$ cat config.mk
export PLATFORM = sky130hd
export DESIGN_NAME = dot_matrix_scanner
export DESIGN_NICKNAME = d
export VERILOG_FILES = /design/src/rtl/dot_matrix_scanner.sv
export SDC_FILE = /design/constraint.sdc
export NUM_CORES = 1
export LEC_CHECK = 0
export CORE_MARGIN = 1
export CORE_UTILIZATION = 52
export CTS_CLUSTER_SIZE = 16
export DETAILED_ROUTE_END_ITERATION = 6
export PLACE_DENSITY = 0.73
export SYNTH_ARGS = -nofsm -noshare
export SYNTH_HDL_FRONTEND = slang
export SYNTH_SLANG_ARGS = --single-unit
$ cat constraint.sdc
create_clock -name clk -period 2.35 [get_ports clk]
set_input_delay 0.47 -clock clk [delete_from_list [all_inputs] [get_ports clk]]
set_output_delay 0.47 -clock clk [all_outputs]
set_load 0.01 [all_outputs]
$ cat src/rtl/dot_matrix_scanner.sv
// dot_matrix_scanner: drives an 8x8 LED dot matrix one row per scan period.
// The scan clock is edge-detected on the system clock. The requested frame is
// latched only when the scan wraps from row 7 to row 0, so a frame never
// tears. All rows are held off for BLANK_CYCLES after each row change to
// suppress ghosting.
module dot_matrix_scanner #(
    parameter int unsigned BLANK_CYCLES = 1000
) (
    input  logic       clk,
    input  logic       rst,
    input  logic       clk_1kHz,
    input  logic [1:0] mode,
    input  logic [2:0] pattern,
    output logic [7:0] row_n,
    output logic [7:0] col,
    output logic [2:0] cur_row,
    output logic       frame_done
);

    localparam logic [15:0] BLANK_LOAD = 16'(BLANK_CYCLES);

    typedef enum logic {
        ST_BLANK = 1'b0,
        ST_DRIVE = 1'b1
    } state_t;

    // Walk animation. Each frame is packed with row 0 in the most significant byte.
    function automatic logic [63:0] walk_art(input logic [2:0] p);
        logic [63:0] a;
        case (p)
            3'd0:    a = 64'h18_18_3C_5A_18_24_42_42;
            3'd1:    a = 64'h18_18_3C_5A_18_28_48_4C;
            3'd2:    a = 64'h18_18_3C_5A_18_18_28_2C;
            3'd3:    a = 64'h18_18_1C_3A_18_14_12_32;
            3'd4:    a = 64'h18_18_3C_5A_18_24_42_81;
            3'd5:    a = 64'h18_18_3C_5A_18_14_12_16;
            3'd6:    a = 64'h18_18_38_5C_18_18_14_34;
            3'd7:    a = 64'h18_18_3C_5A_18_28_24_64;
            default: a = 64'h0;
        endcase
        return a;
    endfunction

    // Run animation, same packing as the walk frames.
    function automatic logic [63:0] run_art(input logic [2:0] p);
        logic [63:0] a;
        case (p)
            3'd0:    a = 64'h0C_0C_3E_4C_1C_36_62_03;
            3'd1:    a = 64'h0C_0C_1E_2C_1C_14_24_06;
            3'd2:    a = 64'h0C_0C_7C_0E_0C_1C_34_24;
            3'd3:    a = 64'h0C_0C_3C_5E_0C_3C_46_40;
            3'd4:    a = 64'h0C_0C_1F_2C_1C_66_43_01;
            3'd5:    a = 64'h0C_0C_3E_4C_0C_1C_24_2C;
            3'd6:    a = 64'h0C_0C_1C_2E_4C_1E_32_20;
            3'd7:    a = 64'h0C_0C_3E_5C_0C_34_26_60;
            default: a = 64'h0;
        endcase
        return a;
    endfunction

    // Frame ROM lookup: one row of column data for a latched mode/pattern.
    function automatic logic [7:0] frame_row(input logic [1:0] m,
                                             input logic [2:0] p,
                                             input logic [2:0] r);
        logic [63:0] art;
        logic [5:0]  sh;
        case (m)
            2'd0:    art = walk_art(p);
            2'd1:    art = run_art(p);
            2'd2:    art = 64'h18_18_3C_5A_18_24_24_66;
            default: art = 64'h0;
        endcase
        sh = {3'd7 - r, 3'b000};
        return 8'(art >> sh);
    endfunction

    logic       clk_1kHz_d_q, clk_1kHz_d_d;
    logic [2:0] row_idx_q, row_idx_d;
    logic [1:0] f_mode_q, f_mode_d;
    logic [2:0] f_pat_q, f_pat_d;
    logic [15:0] blank_cnt_q, blank_cnt_d;
    state_t     state_q, state_d;
    logic [7:0] row_n_q, row_n_d;
    logic [7:0] col_q, col_d;
    logic       frame_done_q, frame_done_d;
    logic       scan_tick;

    // Next-state logic: edge detect, row counter, frame latch and blanking FSM.
    always_comb begin
        scan_tick    = clk_1kHz & ~clk_1kHz_d_q;
        clk_1kHz_d_d = clk_1kHz;
        row_idx_d    = row_idx_q;
        f_mode_d     = f_mode_q;
        f_pat_d      = f_pat_q;
        blank_cnt_d  = blank_cnt_q;
        state_d      = state_q;
        row_n_d      = row_n_q;
        col_d        = col_q;
        frame_done_d = 1'b0;

        if (scan_tick) begin
            // A tick always wins, even in the middle of a blanking interval.
            row_idx_d   = row_idx_q + 3'd1;
            blank_cnt_d = BLANK_LOAD;
            if (row_idx_q == 3'd7) begin
                f_mode_d     = mode;
                f_pat_d      = pattern;
                frame_done_d = 1'b1;
            end else begin
                frame_done_d = 1'b0;
            end
            if (BLANK_LOAD == 16'd0) begin
                // No blanking: drive the new row with the frame in effect after this edge.
                state_d = ST_DRIVE;
                row_n_d = ~(8'd1 << row_idx_d);
                col_d   = frame_row(f_mode_d, f_pat_d, row_idx_d);
            end else begin
                state_d = ST_BLANK;
                row_n_d = 8'hFF;
                col_d   = 8'h00;
            end
        end else begin
            case (state_q)
                ST_BLANK: begin
                    if (blank_cnt_q > 16'd1) begin
                        blank_cnt_d = blank_cnt_q - 16'd1;
                    end else begin
                        blank_cnt_d = 16'd0;
                        state_d     = ST_DRIVE;
                        row_n_d     = ~(8'd1 << row_idx_q);
                        col_d       = frame_row(f_mode_q, f_pat_q, row_idx_q);
                    end
                end
                ST_DRIVE: begin
                    state_d = ST_DRIVE;
                end
                default: begin
                    state_d = ST_DRIVE;
                    row_n_d = 8'hFF;
                    col_d   = 8'h00;
                end
            endcase
        end
    end

    // State and output registers with synchronous reset.
    always_ff @(posedge clk) begin
        if (rst) begin
            clk_1kHz_d_q <= 1'b0;
            row_idx_q    <= 3'd7;
            f_mode_q     <= 2'd2;
            f_pat_q      <= 3'd0;
            blank_cnt_q  <= 16'd0;
            state_q      <= ST_DRIVE;
            row_n_q      <= 8'hFF;
            col_q        <= 8'h00;
            frame_done_q <= 1'b0;
        end else begin
            clk_1kHz_d_q <= clk_1kHz_d_d;
            row_idx_q    <= row_idx_d;
            f_mode_q     <= f_mode_d;
            f_pat_q      <= f_pat_d;
            blank_cnt_q  <= blank_cnt_d;
            state_q      <= state_d;
            row_n_q      <= row_n_d;
            col_q        <= col_d;
            frame_done_q <= frame_done_d;
        end
    end

    assign row_n      = row_n_q;
    assign col        = col_q;
    assign cur_row    = row_idx_q;
    assign frame_done = frame_done_q;

endmodule
After elaboration in Yosys (flattened, before gate mapping):

Memories as Yosys holds them, arrays and structs flattened. A register that Yosys moved wholly into a read port is not among the register bits.
Index checks and enable logic that the tools add are counted.

* $add $sub $neg: 3
* order comparisons: 1
* eq/ne operators: 4
* shift operators: 2
* multiplexer cells: 15
* bitwise operators: 6
* reductions and logical operators: 5

Operators with widths (count)
* 2-to-1 mux 64 bit: 3
* case mux 64 bit (3 select lines): 1
* >> shifter 64 x 6 -> 8 bit: 1
* 2-to-1 mux 10 bit: 2
* > comparator 16 x 1 -> 1 bit, second input constant: 1
* 2-to-1 mux 16 bit: 1
* subtractor 16 x 1 -> 16 bit, second input constant: 1
* 2-to-1 mux 3 bit: 4
* inverter 8 bit: 1
* << shifter 1 x 3 -> 8 bit, first input constant: 1
* inverter 1 bit: 4
* AND reduction 2 bit: 2
* OR reduction 2 bit: 2
* adder 3 x 1 -> 3 bit, second input constant: 1
* equality test 3 bit, second input constant: 1
* 2-to-1 mux 1 bit: 3
* subtractor 3 bit, first input constant: 1
* equality test 2 x 1 -> 1 bit, second input constant: 1
* equality test 2 bit, second input constant: 1
* logical NOT 2 bit: 1
* != test 2 x 1 -> 1 bit, second input constant: 1
* case mux 1 bit (2 select lines): 1
* bitwise AND 1 bit: 1

* register bits: 43
* ROM bits: 408
* input bits: 8
* output and inout port bits: 20
* word-level logic and storage cells: 48
* memories: 2

Memories
* (name not given): depth 8, bits a word 27, rd ports 1, clocked after memory_dff 1, write ports 0, RTL line 47 `case (p)`
* (name not given): depth 8, bits a word 24, rd ports 1, clocked after memory_dff 1, write ports 0, RTL line 30 `case (p)`

Depth between registers and ports, before layout:

* depth in word-level cells: 6
* gate-level depth with buffers: 9
* gate-level depth less buffers: 8

Worst setup path before layout:

OpenSTA, ideal clock, no wires.

* path type: reg2reg
* from: reg row_idx_q[1], in the netlist cur_row[1]
* to: reg (tool-made name)
* library setup time: 123 ps
* arrival time: 2371 ps
* data required time: 2227 ps
* setup slack: -144 ps
* cell stages (with the launch flop): 9
* buffers on the path: 0
* clock period less this slack: 2494 ps
* cell sequence: dfxtp_1 -> ha_1 -> nand4b_1 -> mux2i_1 -> nor2_1 -> inv_1 -> ha_1 -> nor2_1 -> or2_2

RTL lines
* from (decl): RTL line 78 `logic [2:0] row_idx_q, row_idx_d;`
* from (signal assigned): RTL line 160 `row_idx_q <= row_idx_d;`

==> impl_metrics.ini <==
[synth]
ys_seq_elements = 82
synth_cells = 391
avgSynthCellArea_sq_um = 9.088
async_flop_share_pct = 0
synth-simple-area-share_pct = 19.68
synthAdderAreaFrac_pct = 7.394
synth_compound_area_share_pct = 17.61
ys_types = 58
synth_xor_xnor_area_share_pct = 2.711
synth_top_family_by_area = simple AND/OR/NAND/NOR gates
syn_nets = 420
synth_mux_area_share_pct = 2.042
synthFlopType = dfxtp_1
yosysWarnings = 0
ys_seq_area_share_pct = 46.20
synth_area_sq_mm = 0.003553
synth-edff-count = 0

[cts]
path_clk_slew_ps = 90
clockBufferDepth = 2
cts_buffers = 9
htree_levels = 3
cts_resized = 0
clock_latency_ps = 360
cts_hold_buf = 0
cts_tree = yes
cts.root.buffer_cell = clkbuf_8
postCtsSetupRepairBufs = 0
cts_sinks = 82

[die]
dieArea_sq_mm = 0.007168
core_area_sq_mm = 0.006459
dieHeight_um = 84.67
std_cell_rows = 29
start_util_pct = 55.02
io_pins = 28
die-width_um = 84.67

[critical_path]
crit_fanout = 7
crit_slowest_cell = clkdlybuf4s50_1
rrSetupSlack_ps = 220
crit_required_ps = 2610
r2r_start = blank_cnt_q[9]
arrival_ps = 2420
reg2reg_to = row_n[0]
critPathLaunchType = primary input
critPathKind = primary input to flop
crit_chain = clkdlybuf4s50_1, nand4b_1, buf_4, mux2i_1, nor2_1, inv_1, ha_1, o21a_1
reg2reg_depth = 6
worstSetupEndpointType = flop
critPathMaxStageDelay_ps = 480

[grt]
overflow = 0
track_usage_pct = 24.25
grt_pass1_wl_um = 13670
grt_start_max_net_pins = 26
grt_antenna_before_repair = 0
grt_pass1_vias = 2853

[route]
avgViaCountPerCell = 5.721
drt_pre_antenna_iters = 7
routedWlPerCell_um = 15.34
drcViolationCount = 5
ant_nets = 0
finalWirelength_um = 8037
vias = 2998
initialDrtViolationCount = 243

[placement]
gp_congestion = 0.8985
io_buffers = 27
place_inst = 508
place_hpwl_um = 5851
post-place-ws_ps = -163.6

[status]
violations = design-rule violations
outcome = finished with violations

[finish]
seqCellArea_sq_mm = 0.001644
syn2layout_area_growth_pct = 21.27
nets = 471
layout_commonest_cell = dfxtp_1
fillers = 531
antenna_cells = 0
mostFrequentLayoutCells = dfxtp_1, nor2_1, buf_4
multiInputGateArea_sq_mm = 0.001759
final_cells = 524
drive_above_1_share_pct = 14.77

[sta]
rsz0062_at_grt = false
fin_crit_ps = 2157
fin_setup_tns_ps = 0
holdWs_ps = 467.7
setup_viol = 0
setup_ws_ps = 193.0
slew-limit-headroom_pct = 68.68
fmax_mhz = 463.6
worstMarginPinSlew_ps = 464.8
skew_ps = 8.318
hold_violations = 0
fin_crit_sh_pct = 91.79
slew_violations = 0

[worst_hold_path]
hold_path.startpoint = col[7]
worstHoldEndpoint = col[7]
min_path_cells = 2
hold_path_class = flop to flop

[power_and_ir_drop]
finalPower_mw = 3.086
power_density_mw_per_mm2 = 716.1
max-vdd-ir-drop_mv = 0.5582
leakage_nw = 1.863

[flow_run]
maxCapViolations = 0
area by class of cell:
class | instances | share of cell area [%]
tap | 77 | 2.236
timing repair buffer | 62 | 12.66
sequential | 82 | 38.15
inverter | 17 | 1.481
multi-input combinational | 270 | 40.82
clock buffer | 10 | 2.962
clock inverter | 6 | 1.684
worst max-delay path, delay by kind of cell:
kind	cells	cell delay (ps)
AOI/OAI and AO/OA	1	190
adders and majority gates	1	300
buffers and inverters	3	880
and+or+nand+nor	2	440
muxes	1	130
worst max-delay path by stage:
stage | slack, ps | endpoint | cells past startpoint | startpoint
after floorplan | 90 | flop | 8 | cur_row[1]
after global placement | -90 | flop | 8 | clk_1kHz
after detailed placement | -160 | flop | 8 | clk_1kHz
after CTS | 200 | flop | 8 | clk_1kHz
after global routing | 50 | flop | 9 | clk_1kHz
final | 190 | flop | 8 | clk_1kHz
report_power, final:
group | switching, mW | total (mW) | internal [mW]
clock | 0.521 | 1.02 | 0.502
combinational | 0.295 | 0.528 | 0.233
sequential | 0.0547 | 1.53 | 1.48
synthesized netlist by cell type (all sizes together) (2+ instances only):
| cell type | number | area, sq um |
|---|---|---|
| mux2 | 2 | 22.52 |
| nand2b | 5 | 31.28 |
| or2 | 3 | 18.77 |
| or4 | 3 | 26.27 |
| a32oi | 2 | 17.52 |
| nand2 | 29 | 108.9 |
| xnor2 | 2 | 17.52 |
| o31ai | 3 | 27.52 |
| nor3 | 10 | 50.05 |
| nor2b | 4 | 25.02 |
| mux2i | 5 | 50.05 |
| a22o | 3 | 26.28 |
| o2bb2ai | 2 | 17.52 |
| o21ai | 20 | 100.1 |
| dfxtp | 82 | 1642 |
| o211ai | 2 | 15.01 |
| a21o | 3 | 22.52 |
| nor2 | 51 | 191.4 |
| nand3 | 6 | 30.03 |
| inv | 16 | 60.06 |
| nor4 | 5 | 31.28 |
| a211oi | 3 | 22.52 |
| a22oi | 5 | 37.54 |
| and3 | 6 | 37.54 |
| ha | 21 | 262.8 |
| a211o | 4 | 35.03 |
| o21bai | 3 | 22.52 |
| a21oi | 22 | 110.1 |
| buf | 4 | 23.76 |
| or3 | 2 | 17.52 |
| and2 | 6 | 37.54 |
| xor2 | 9 | 78.83 |
| nand3b | 2 | 27.53 |
| a2111oi | 2 | 17.52 |
| clkbuf | 18 | 67.56 |
| a31oi | 6 | 37.54 |
| o21a | 2 | 15.01 |
| a221oi | 5 | 43.79 |
per-stage QoR:
stage | instance area (sq um) | utilization (%)
global route | 4309 | 66.72
CTS | 4309 | 66.72
finish | 4309 | 66.72
detailed placement | 4109 | 63.62
floorplan | 3558 | -
global placement | 4109 | 63.62
layer usage:
layer	up-vias	track usage (%)	part of all wire, %
met5	-	0	0
met4	0	8.166	2.3
met3	17	6.293	5.0
met2	100	38.88	46
met1	1409	31.87	47
li1	1472	-	-
logic make-up (layout without fill, tap and decap cells):
kind of cell,Yosys count,in the layout
AOI/OAI and AO/OA,93,93
muxes,7,7
and+or+nand+nor,138,138
buffers and inverters,39,95
adders and majority gates,21,21
DFF,82,82
xor gates and xnor gates,11,11
Note: power is estimated with default switching activity, not from simulation.
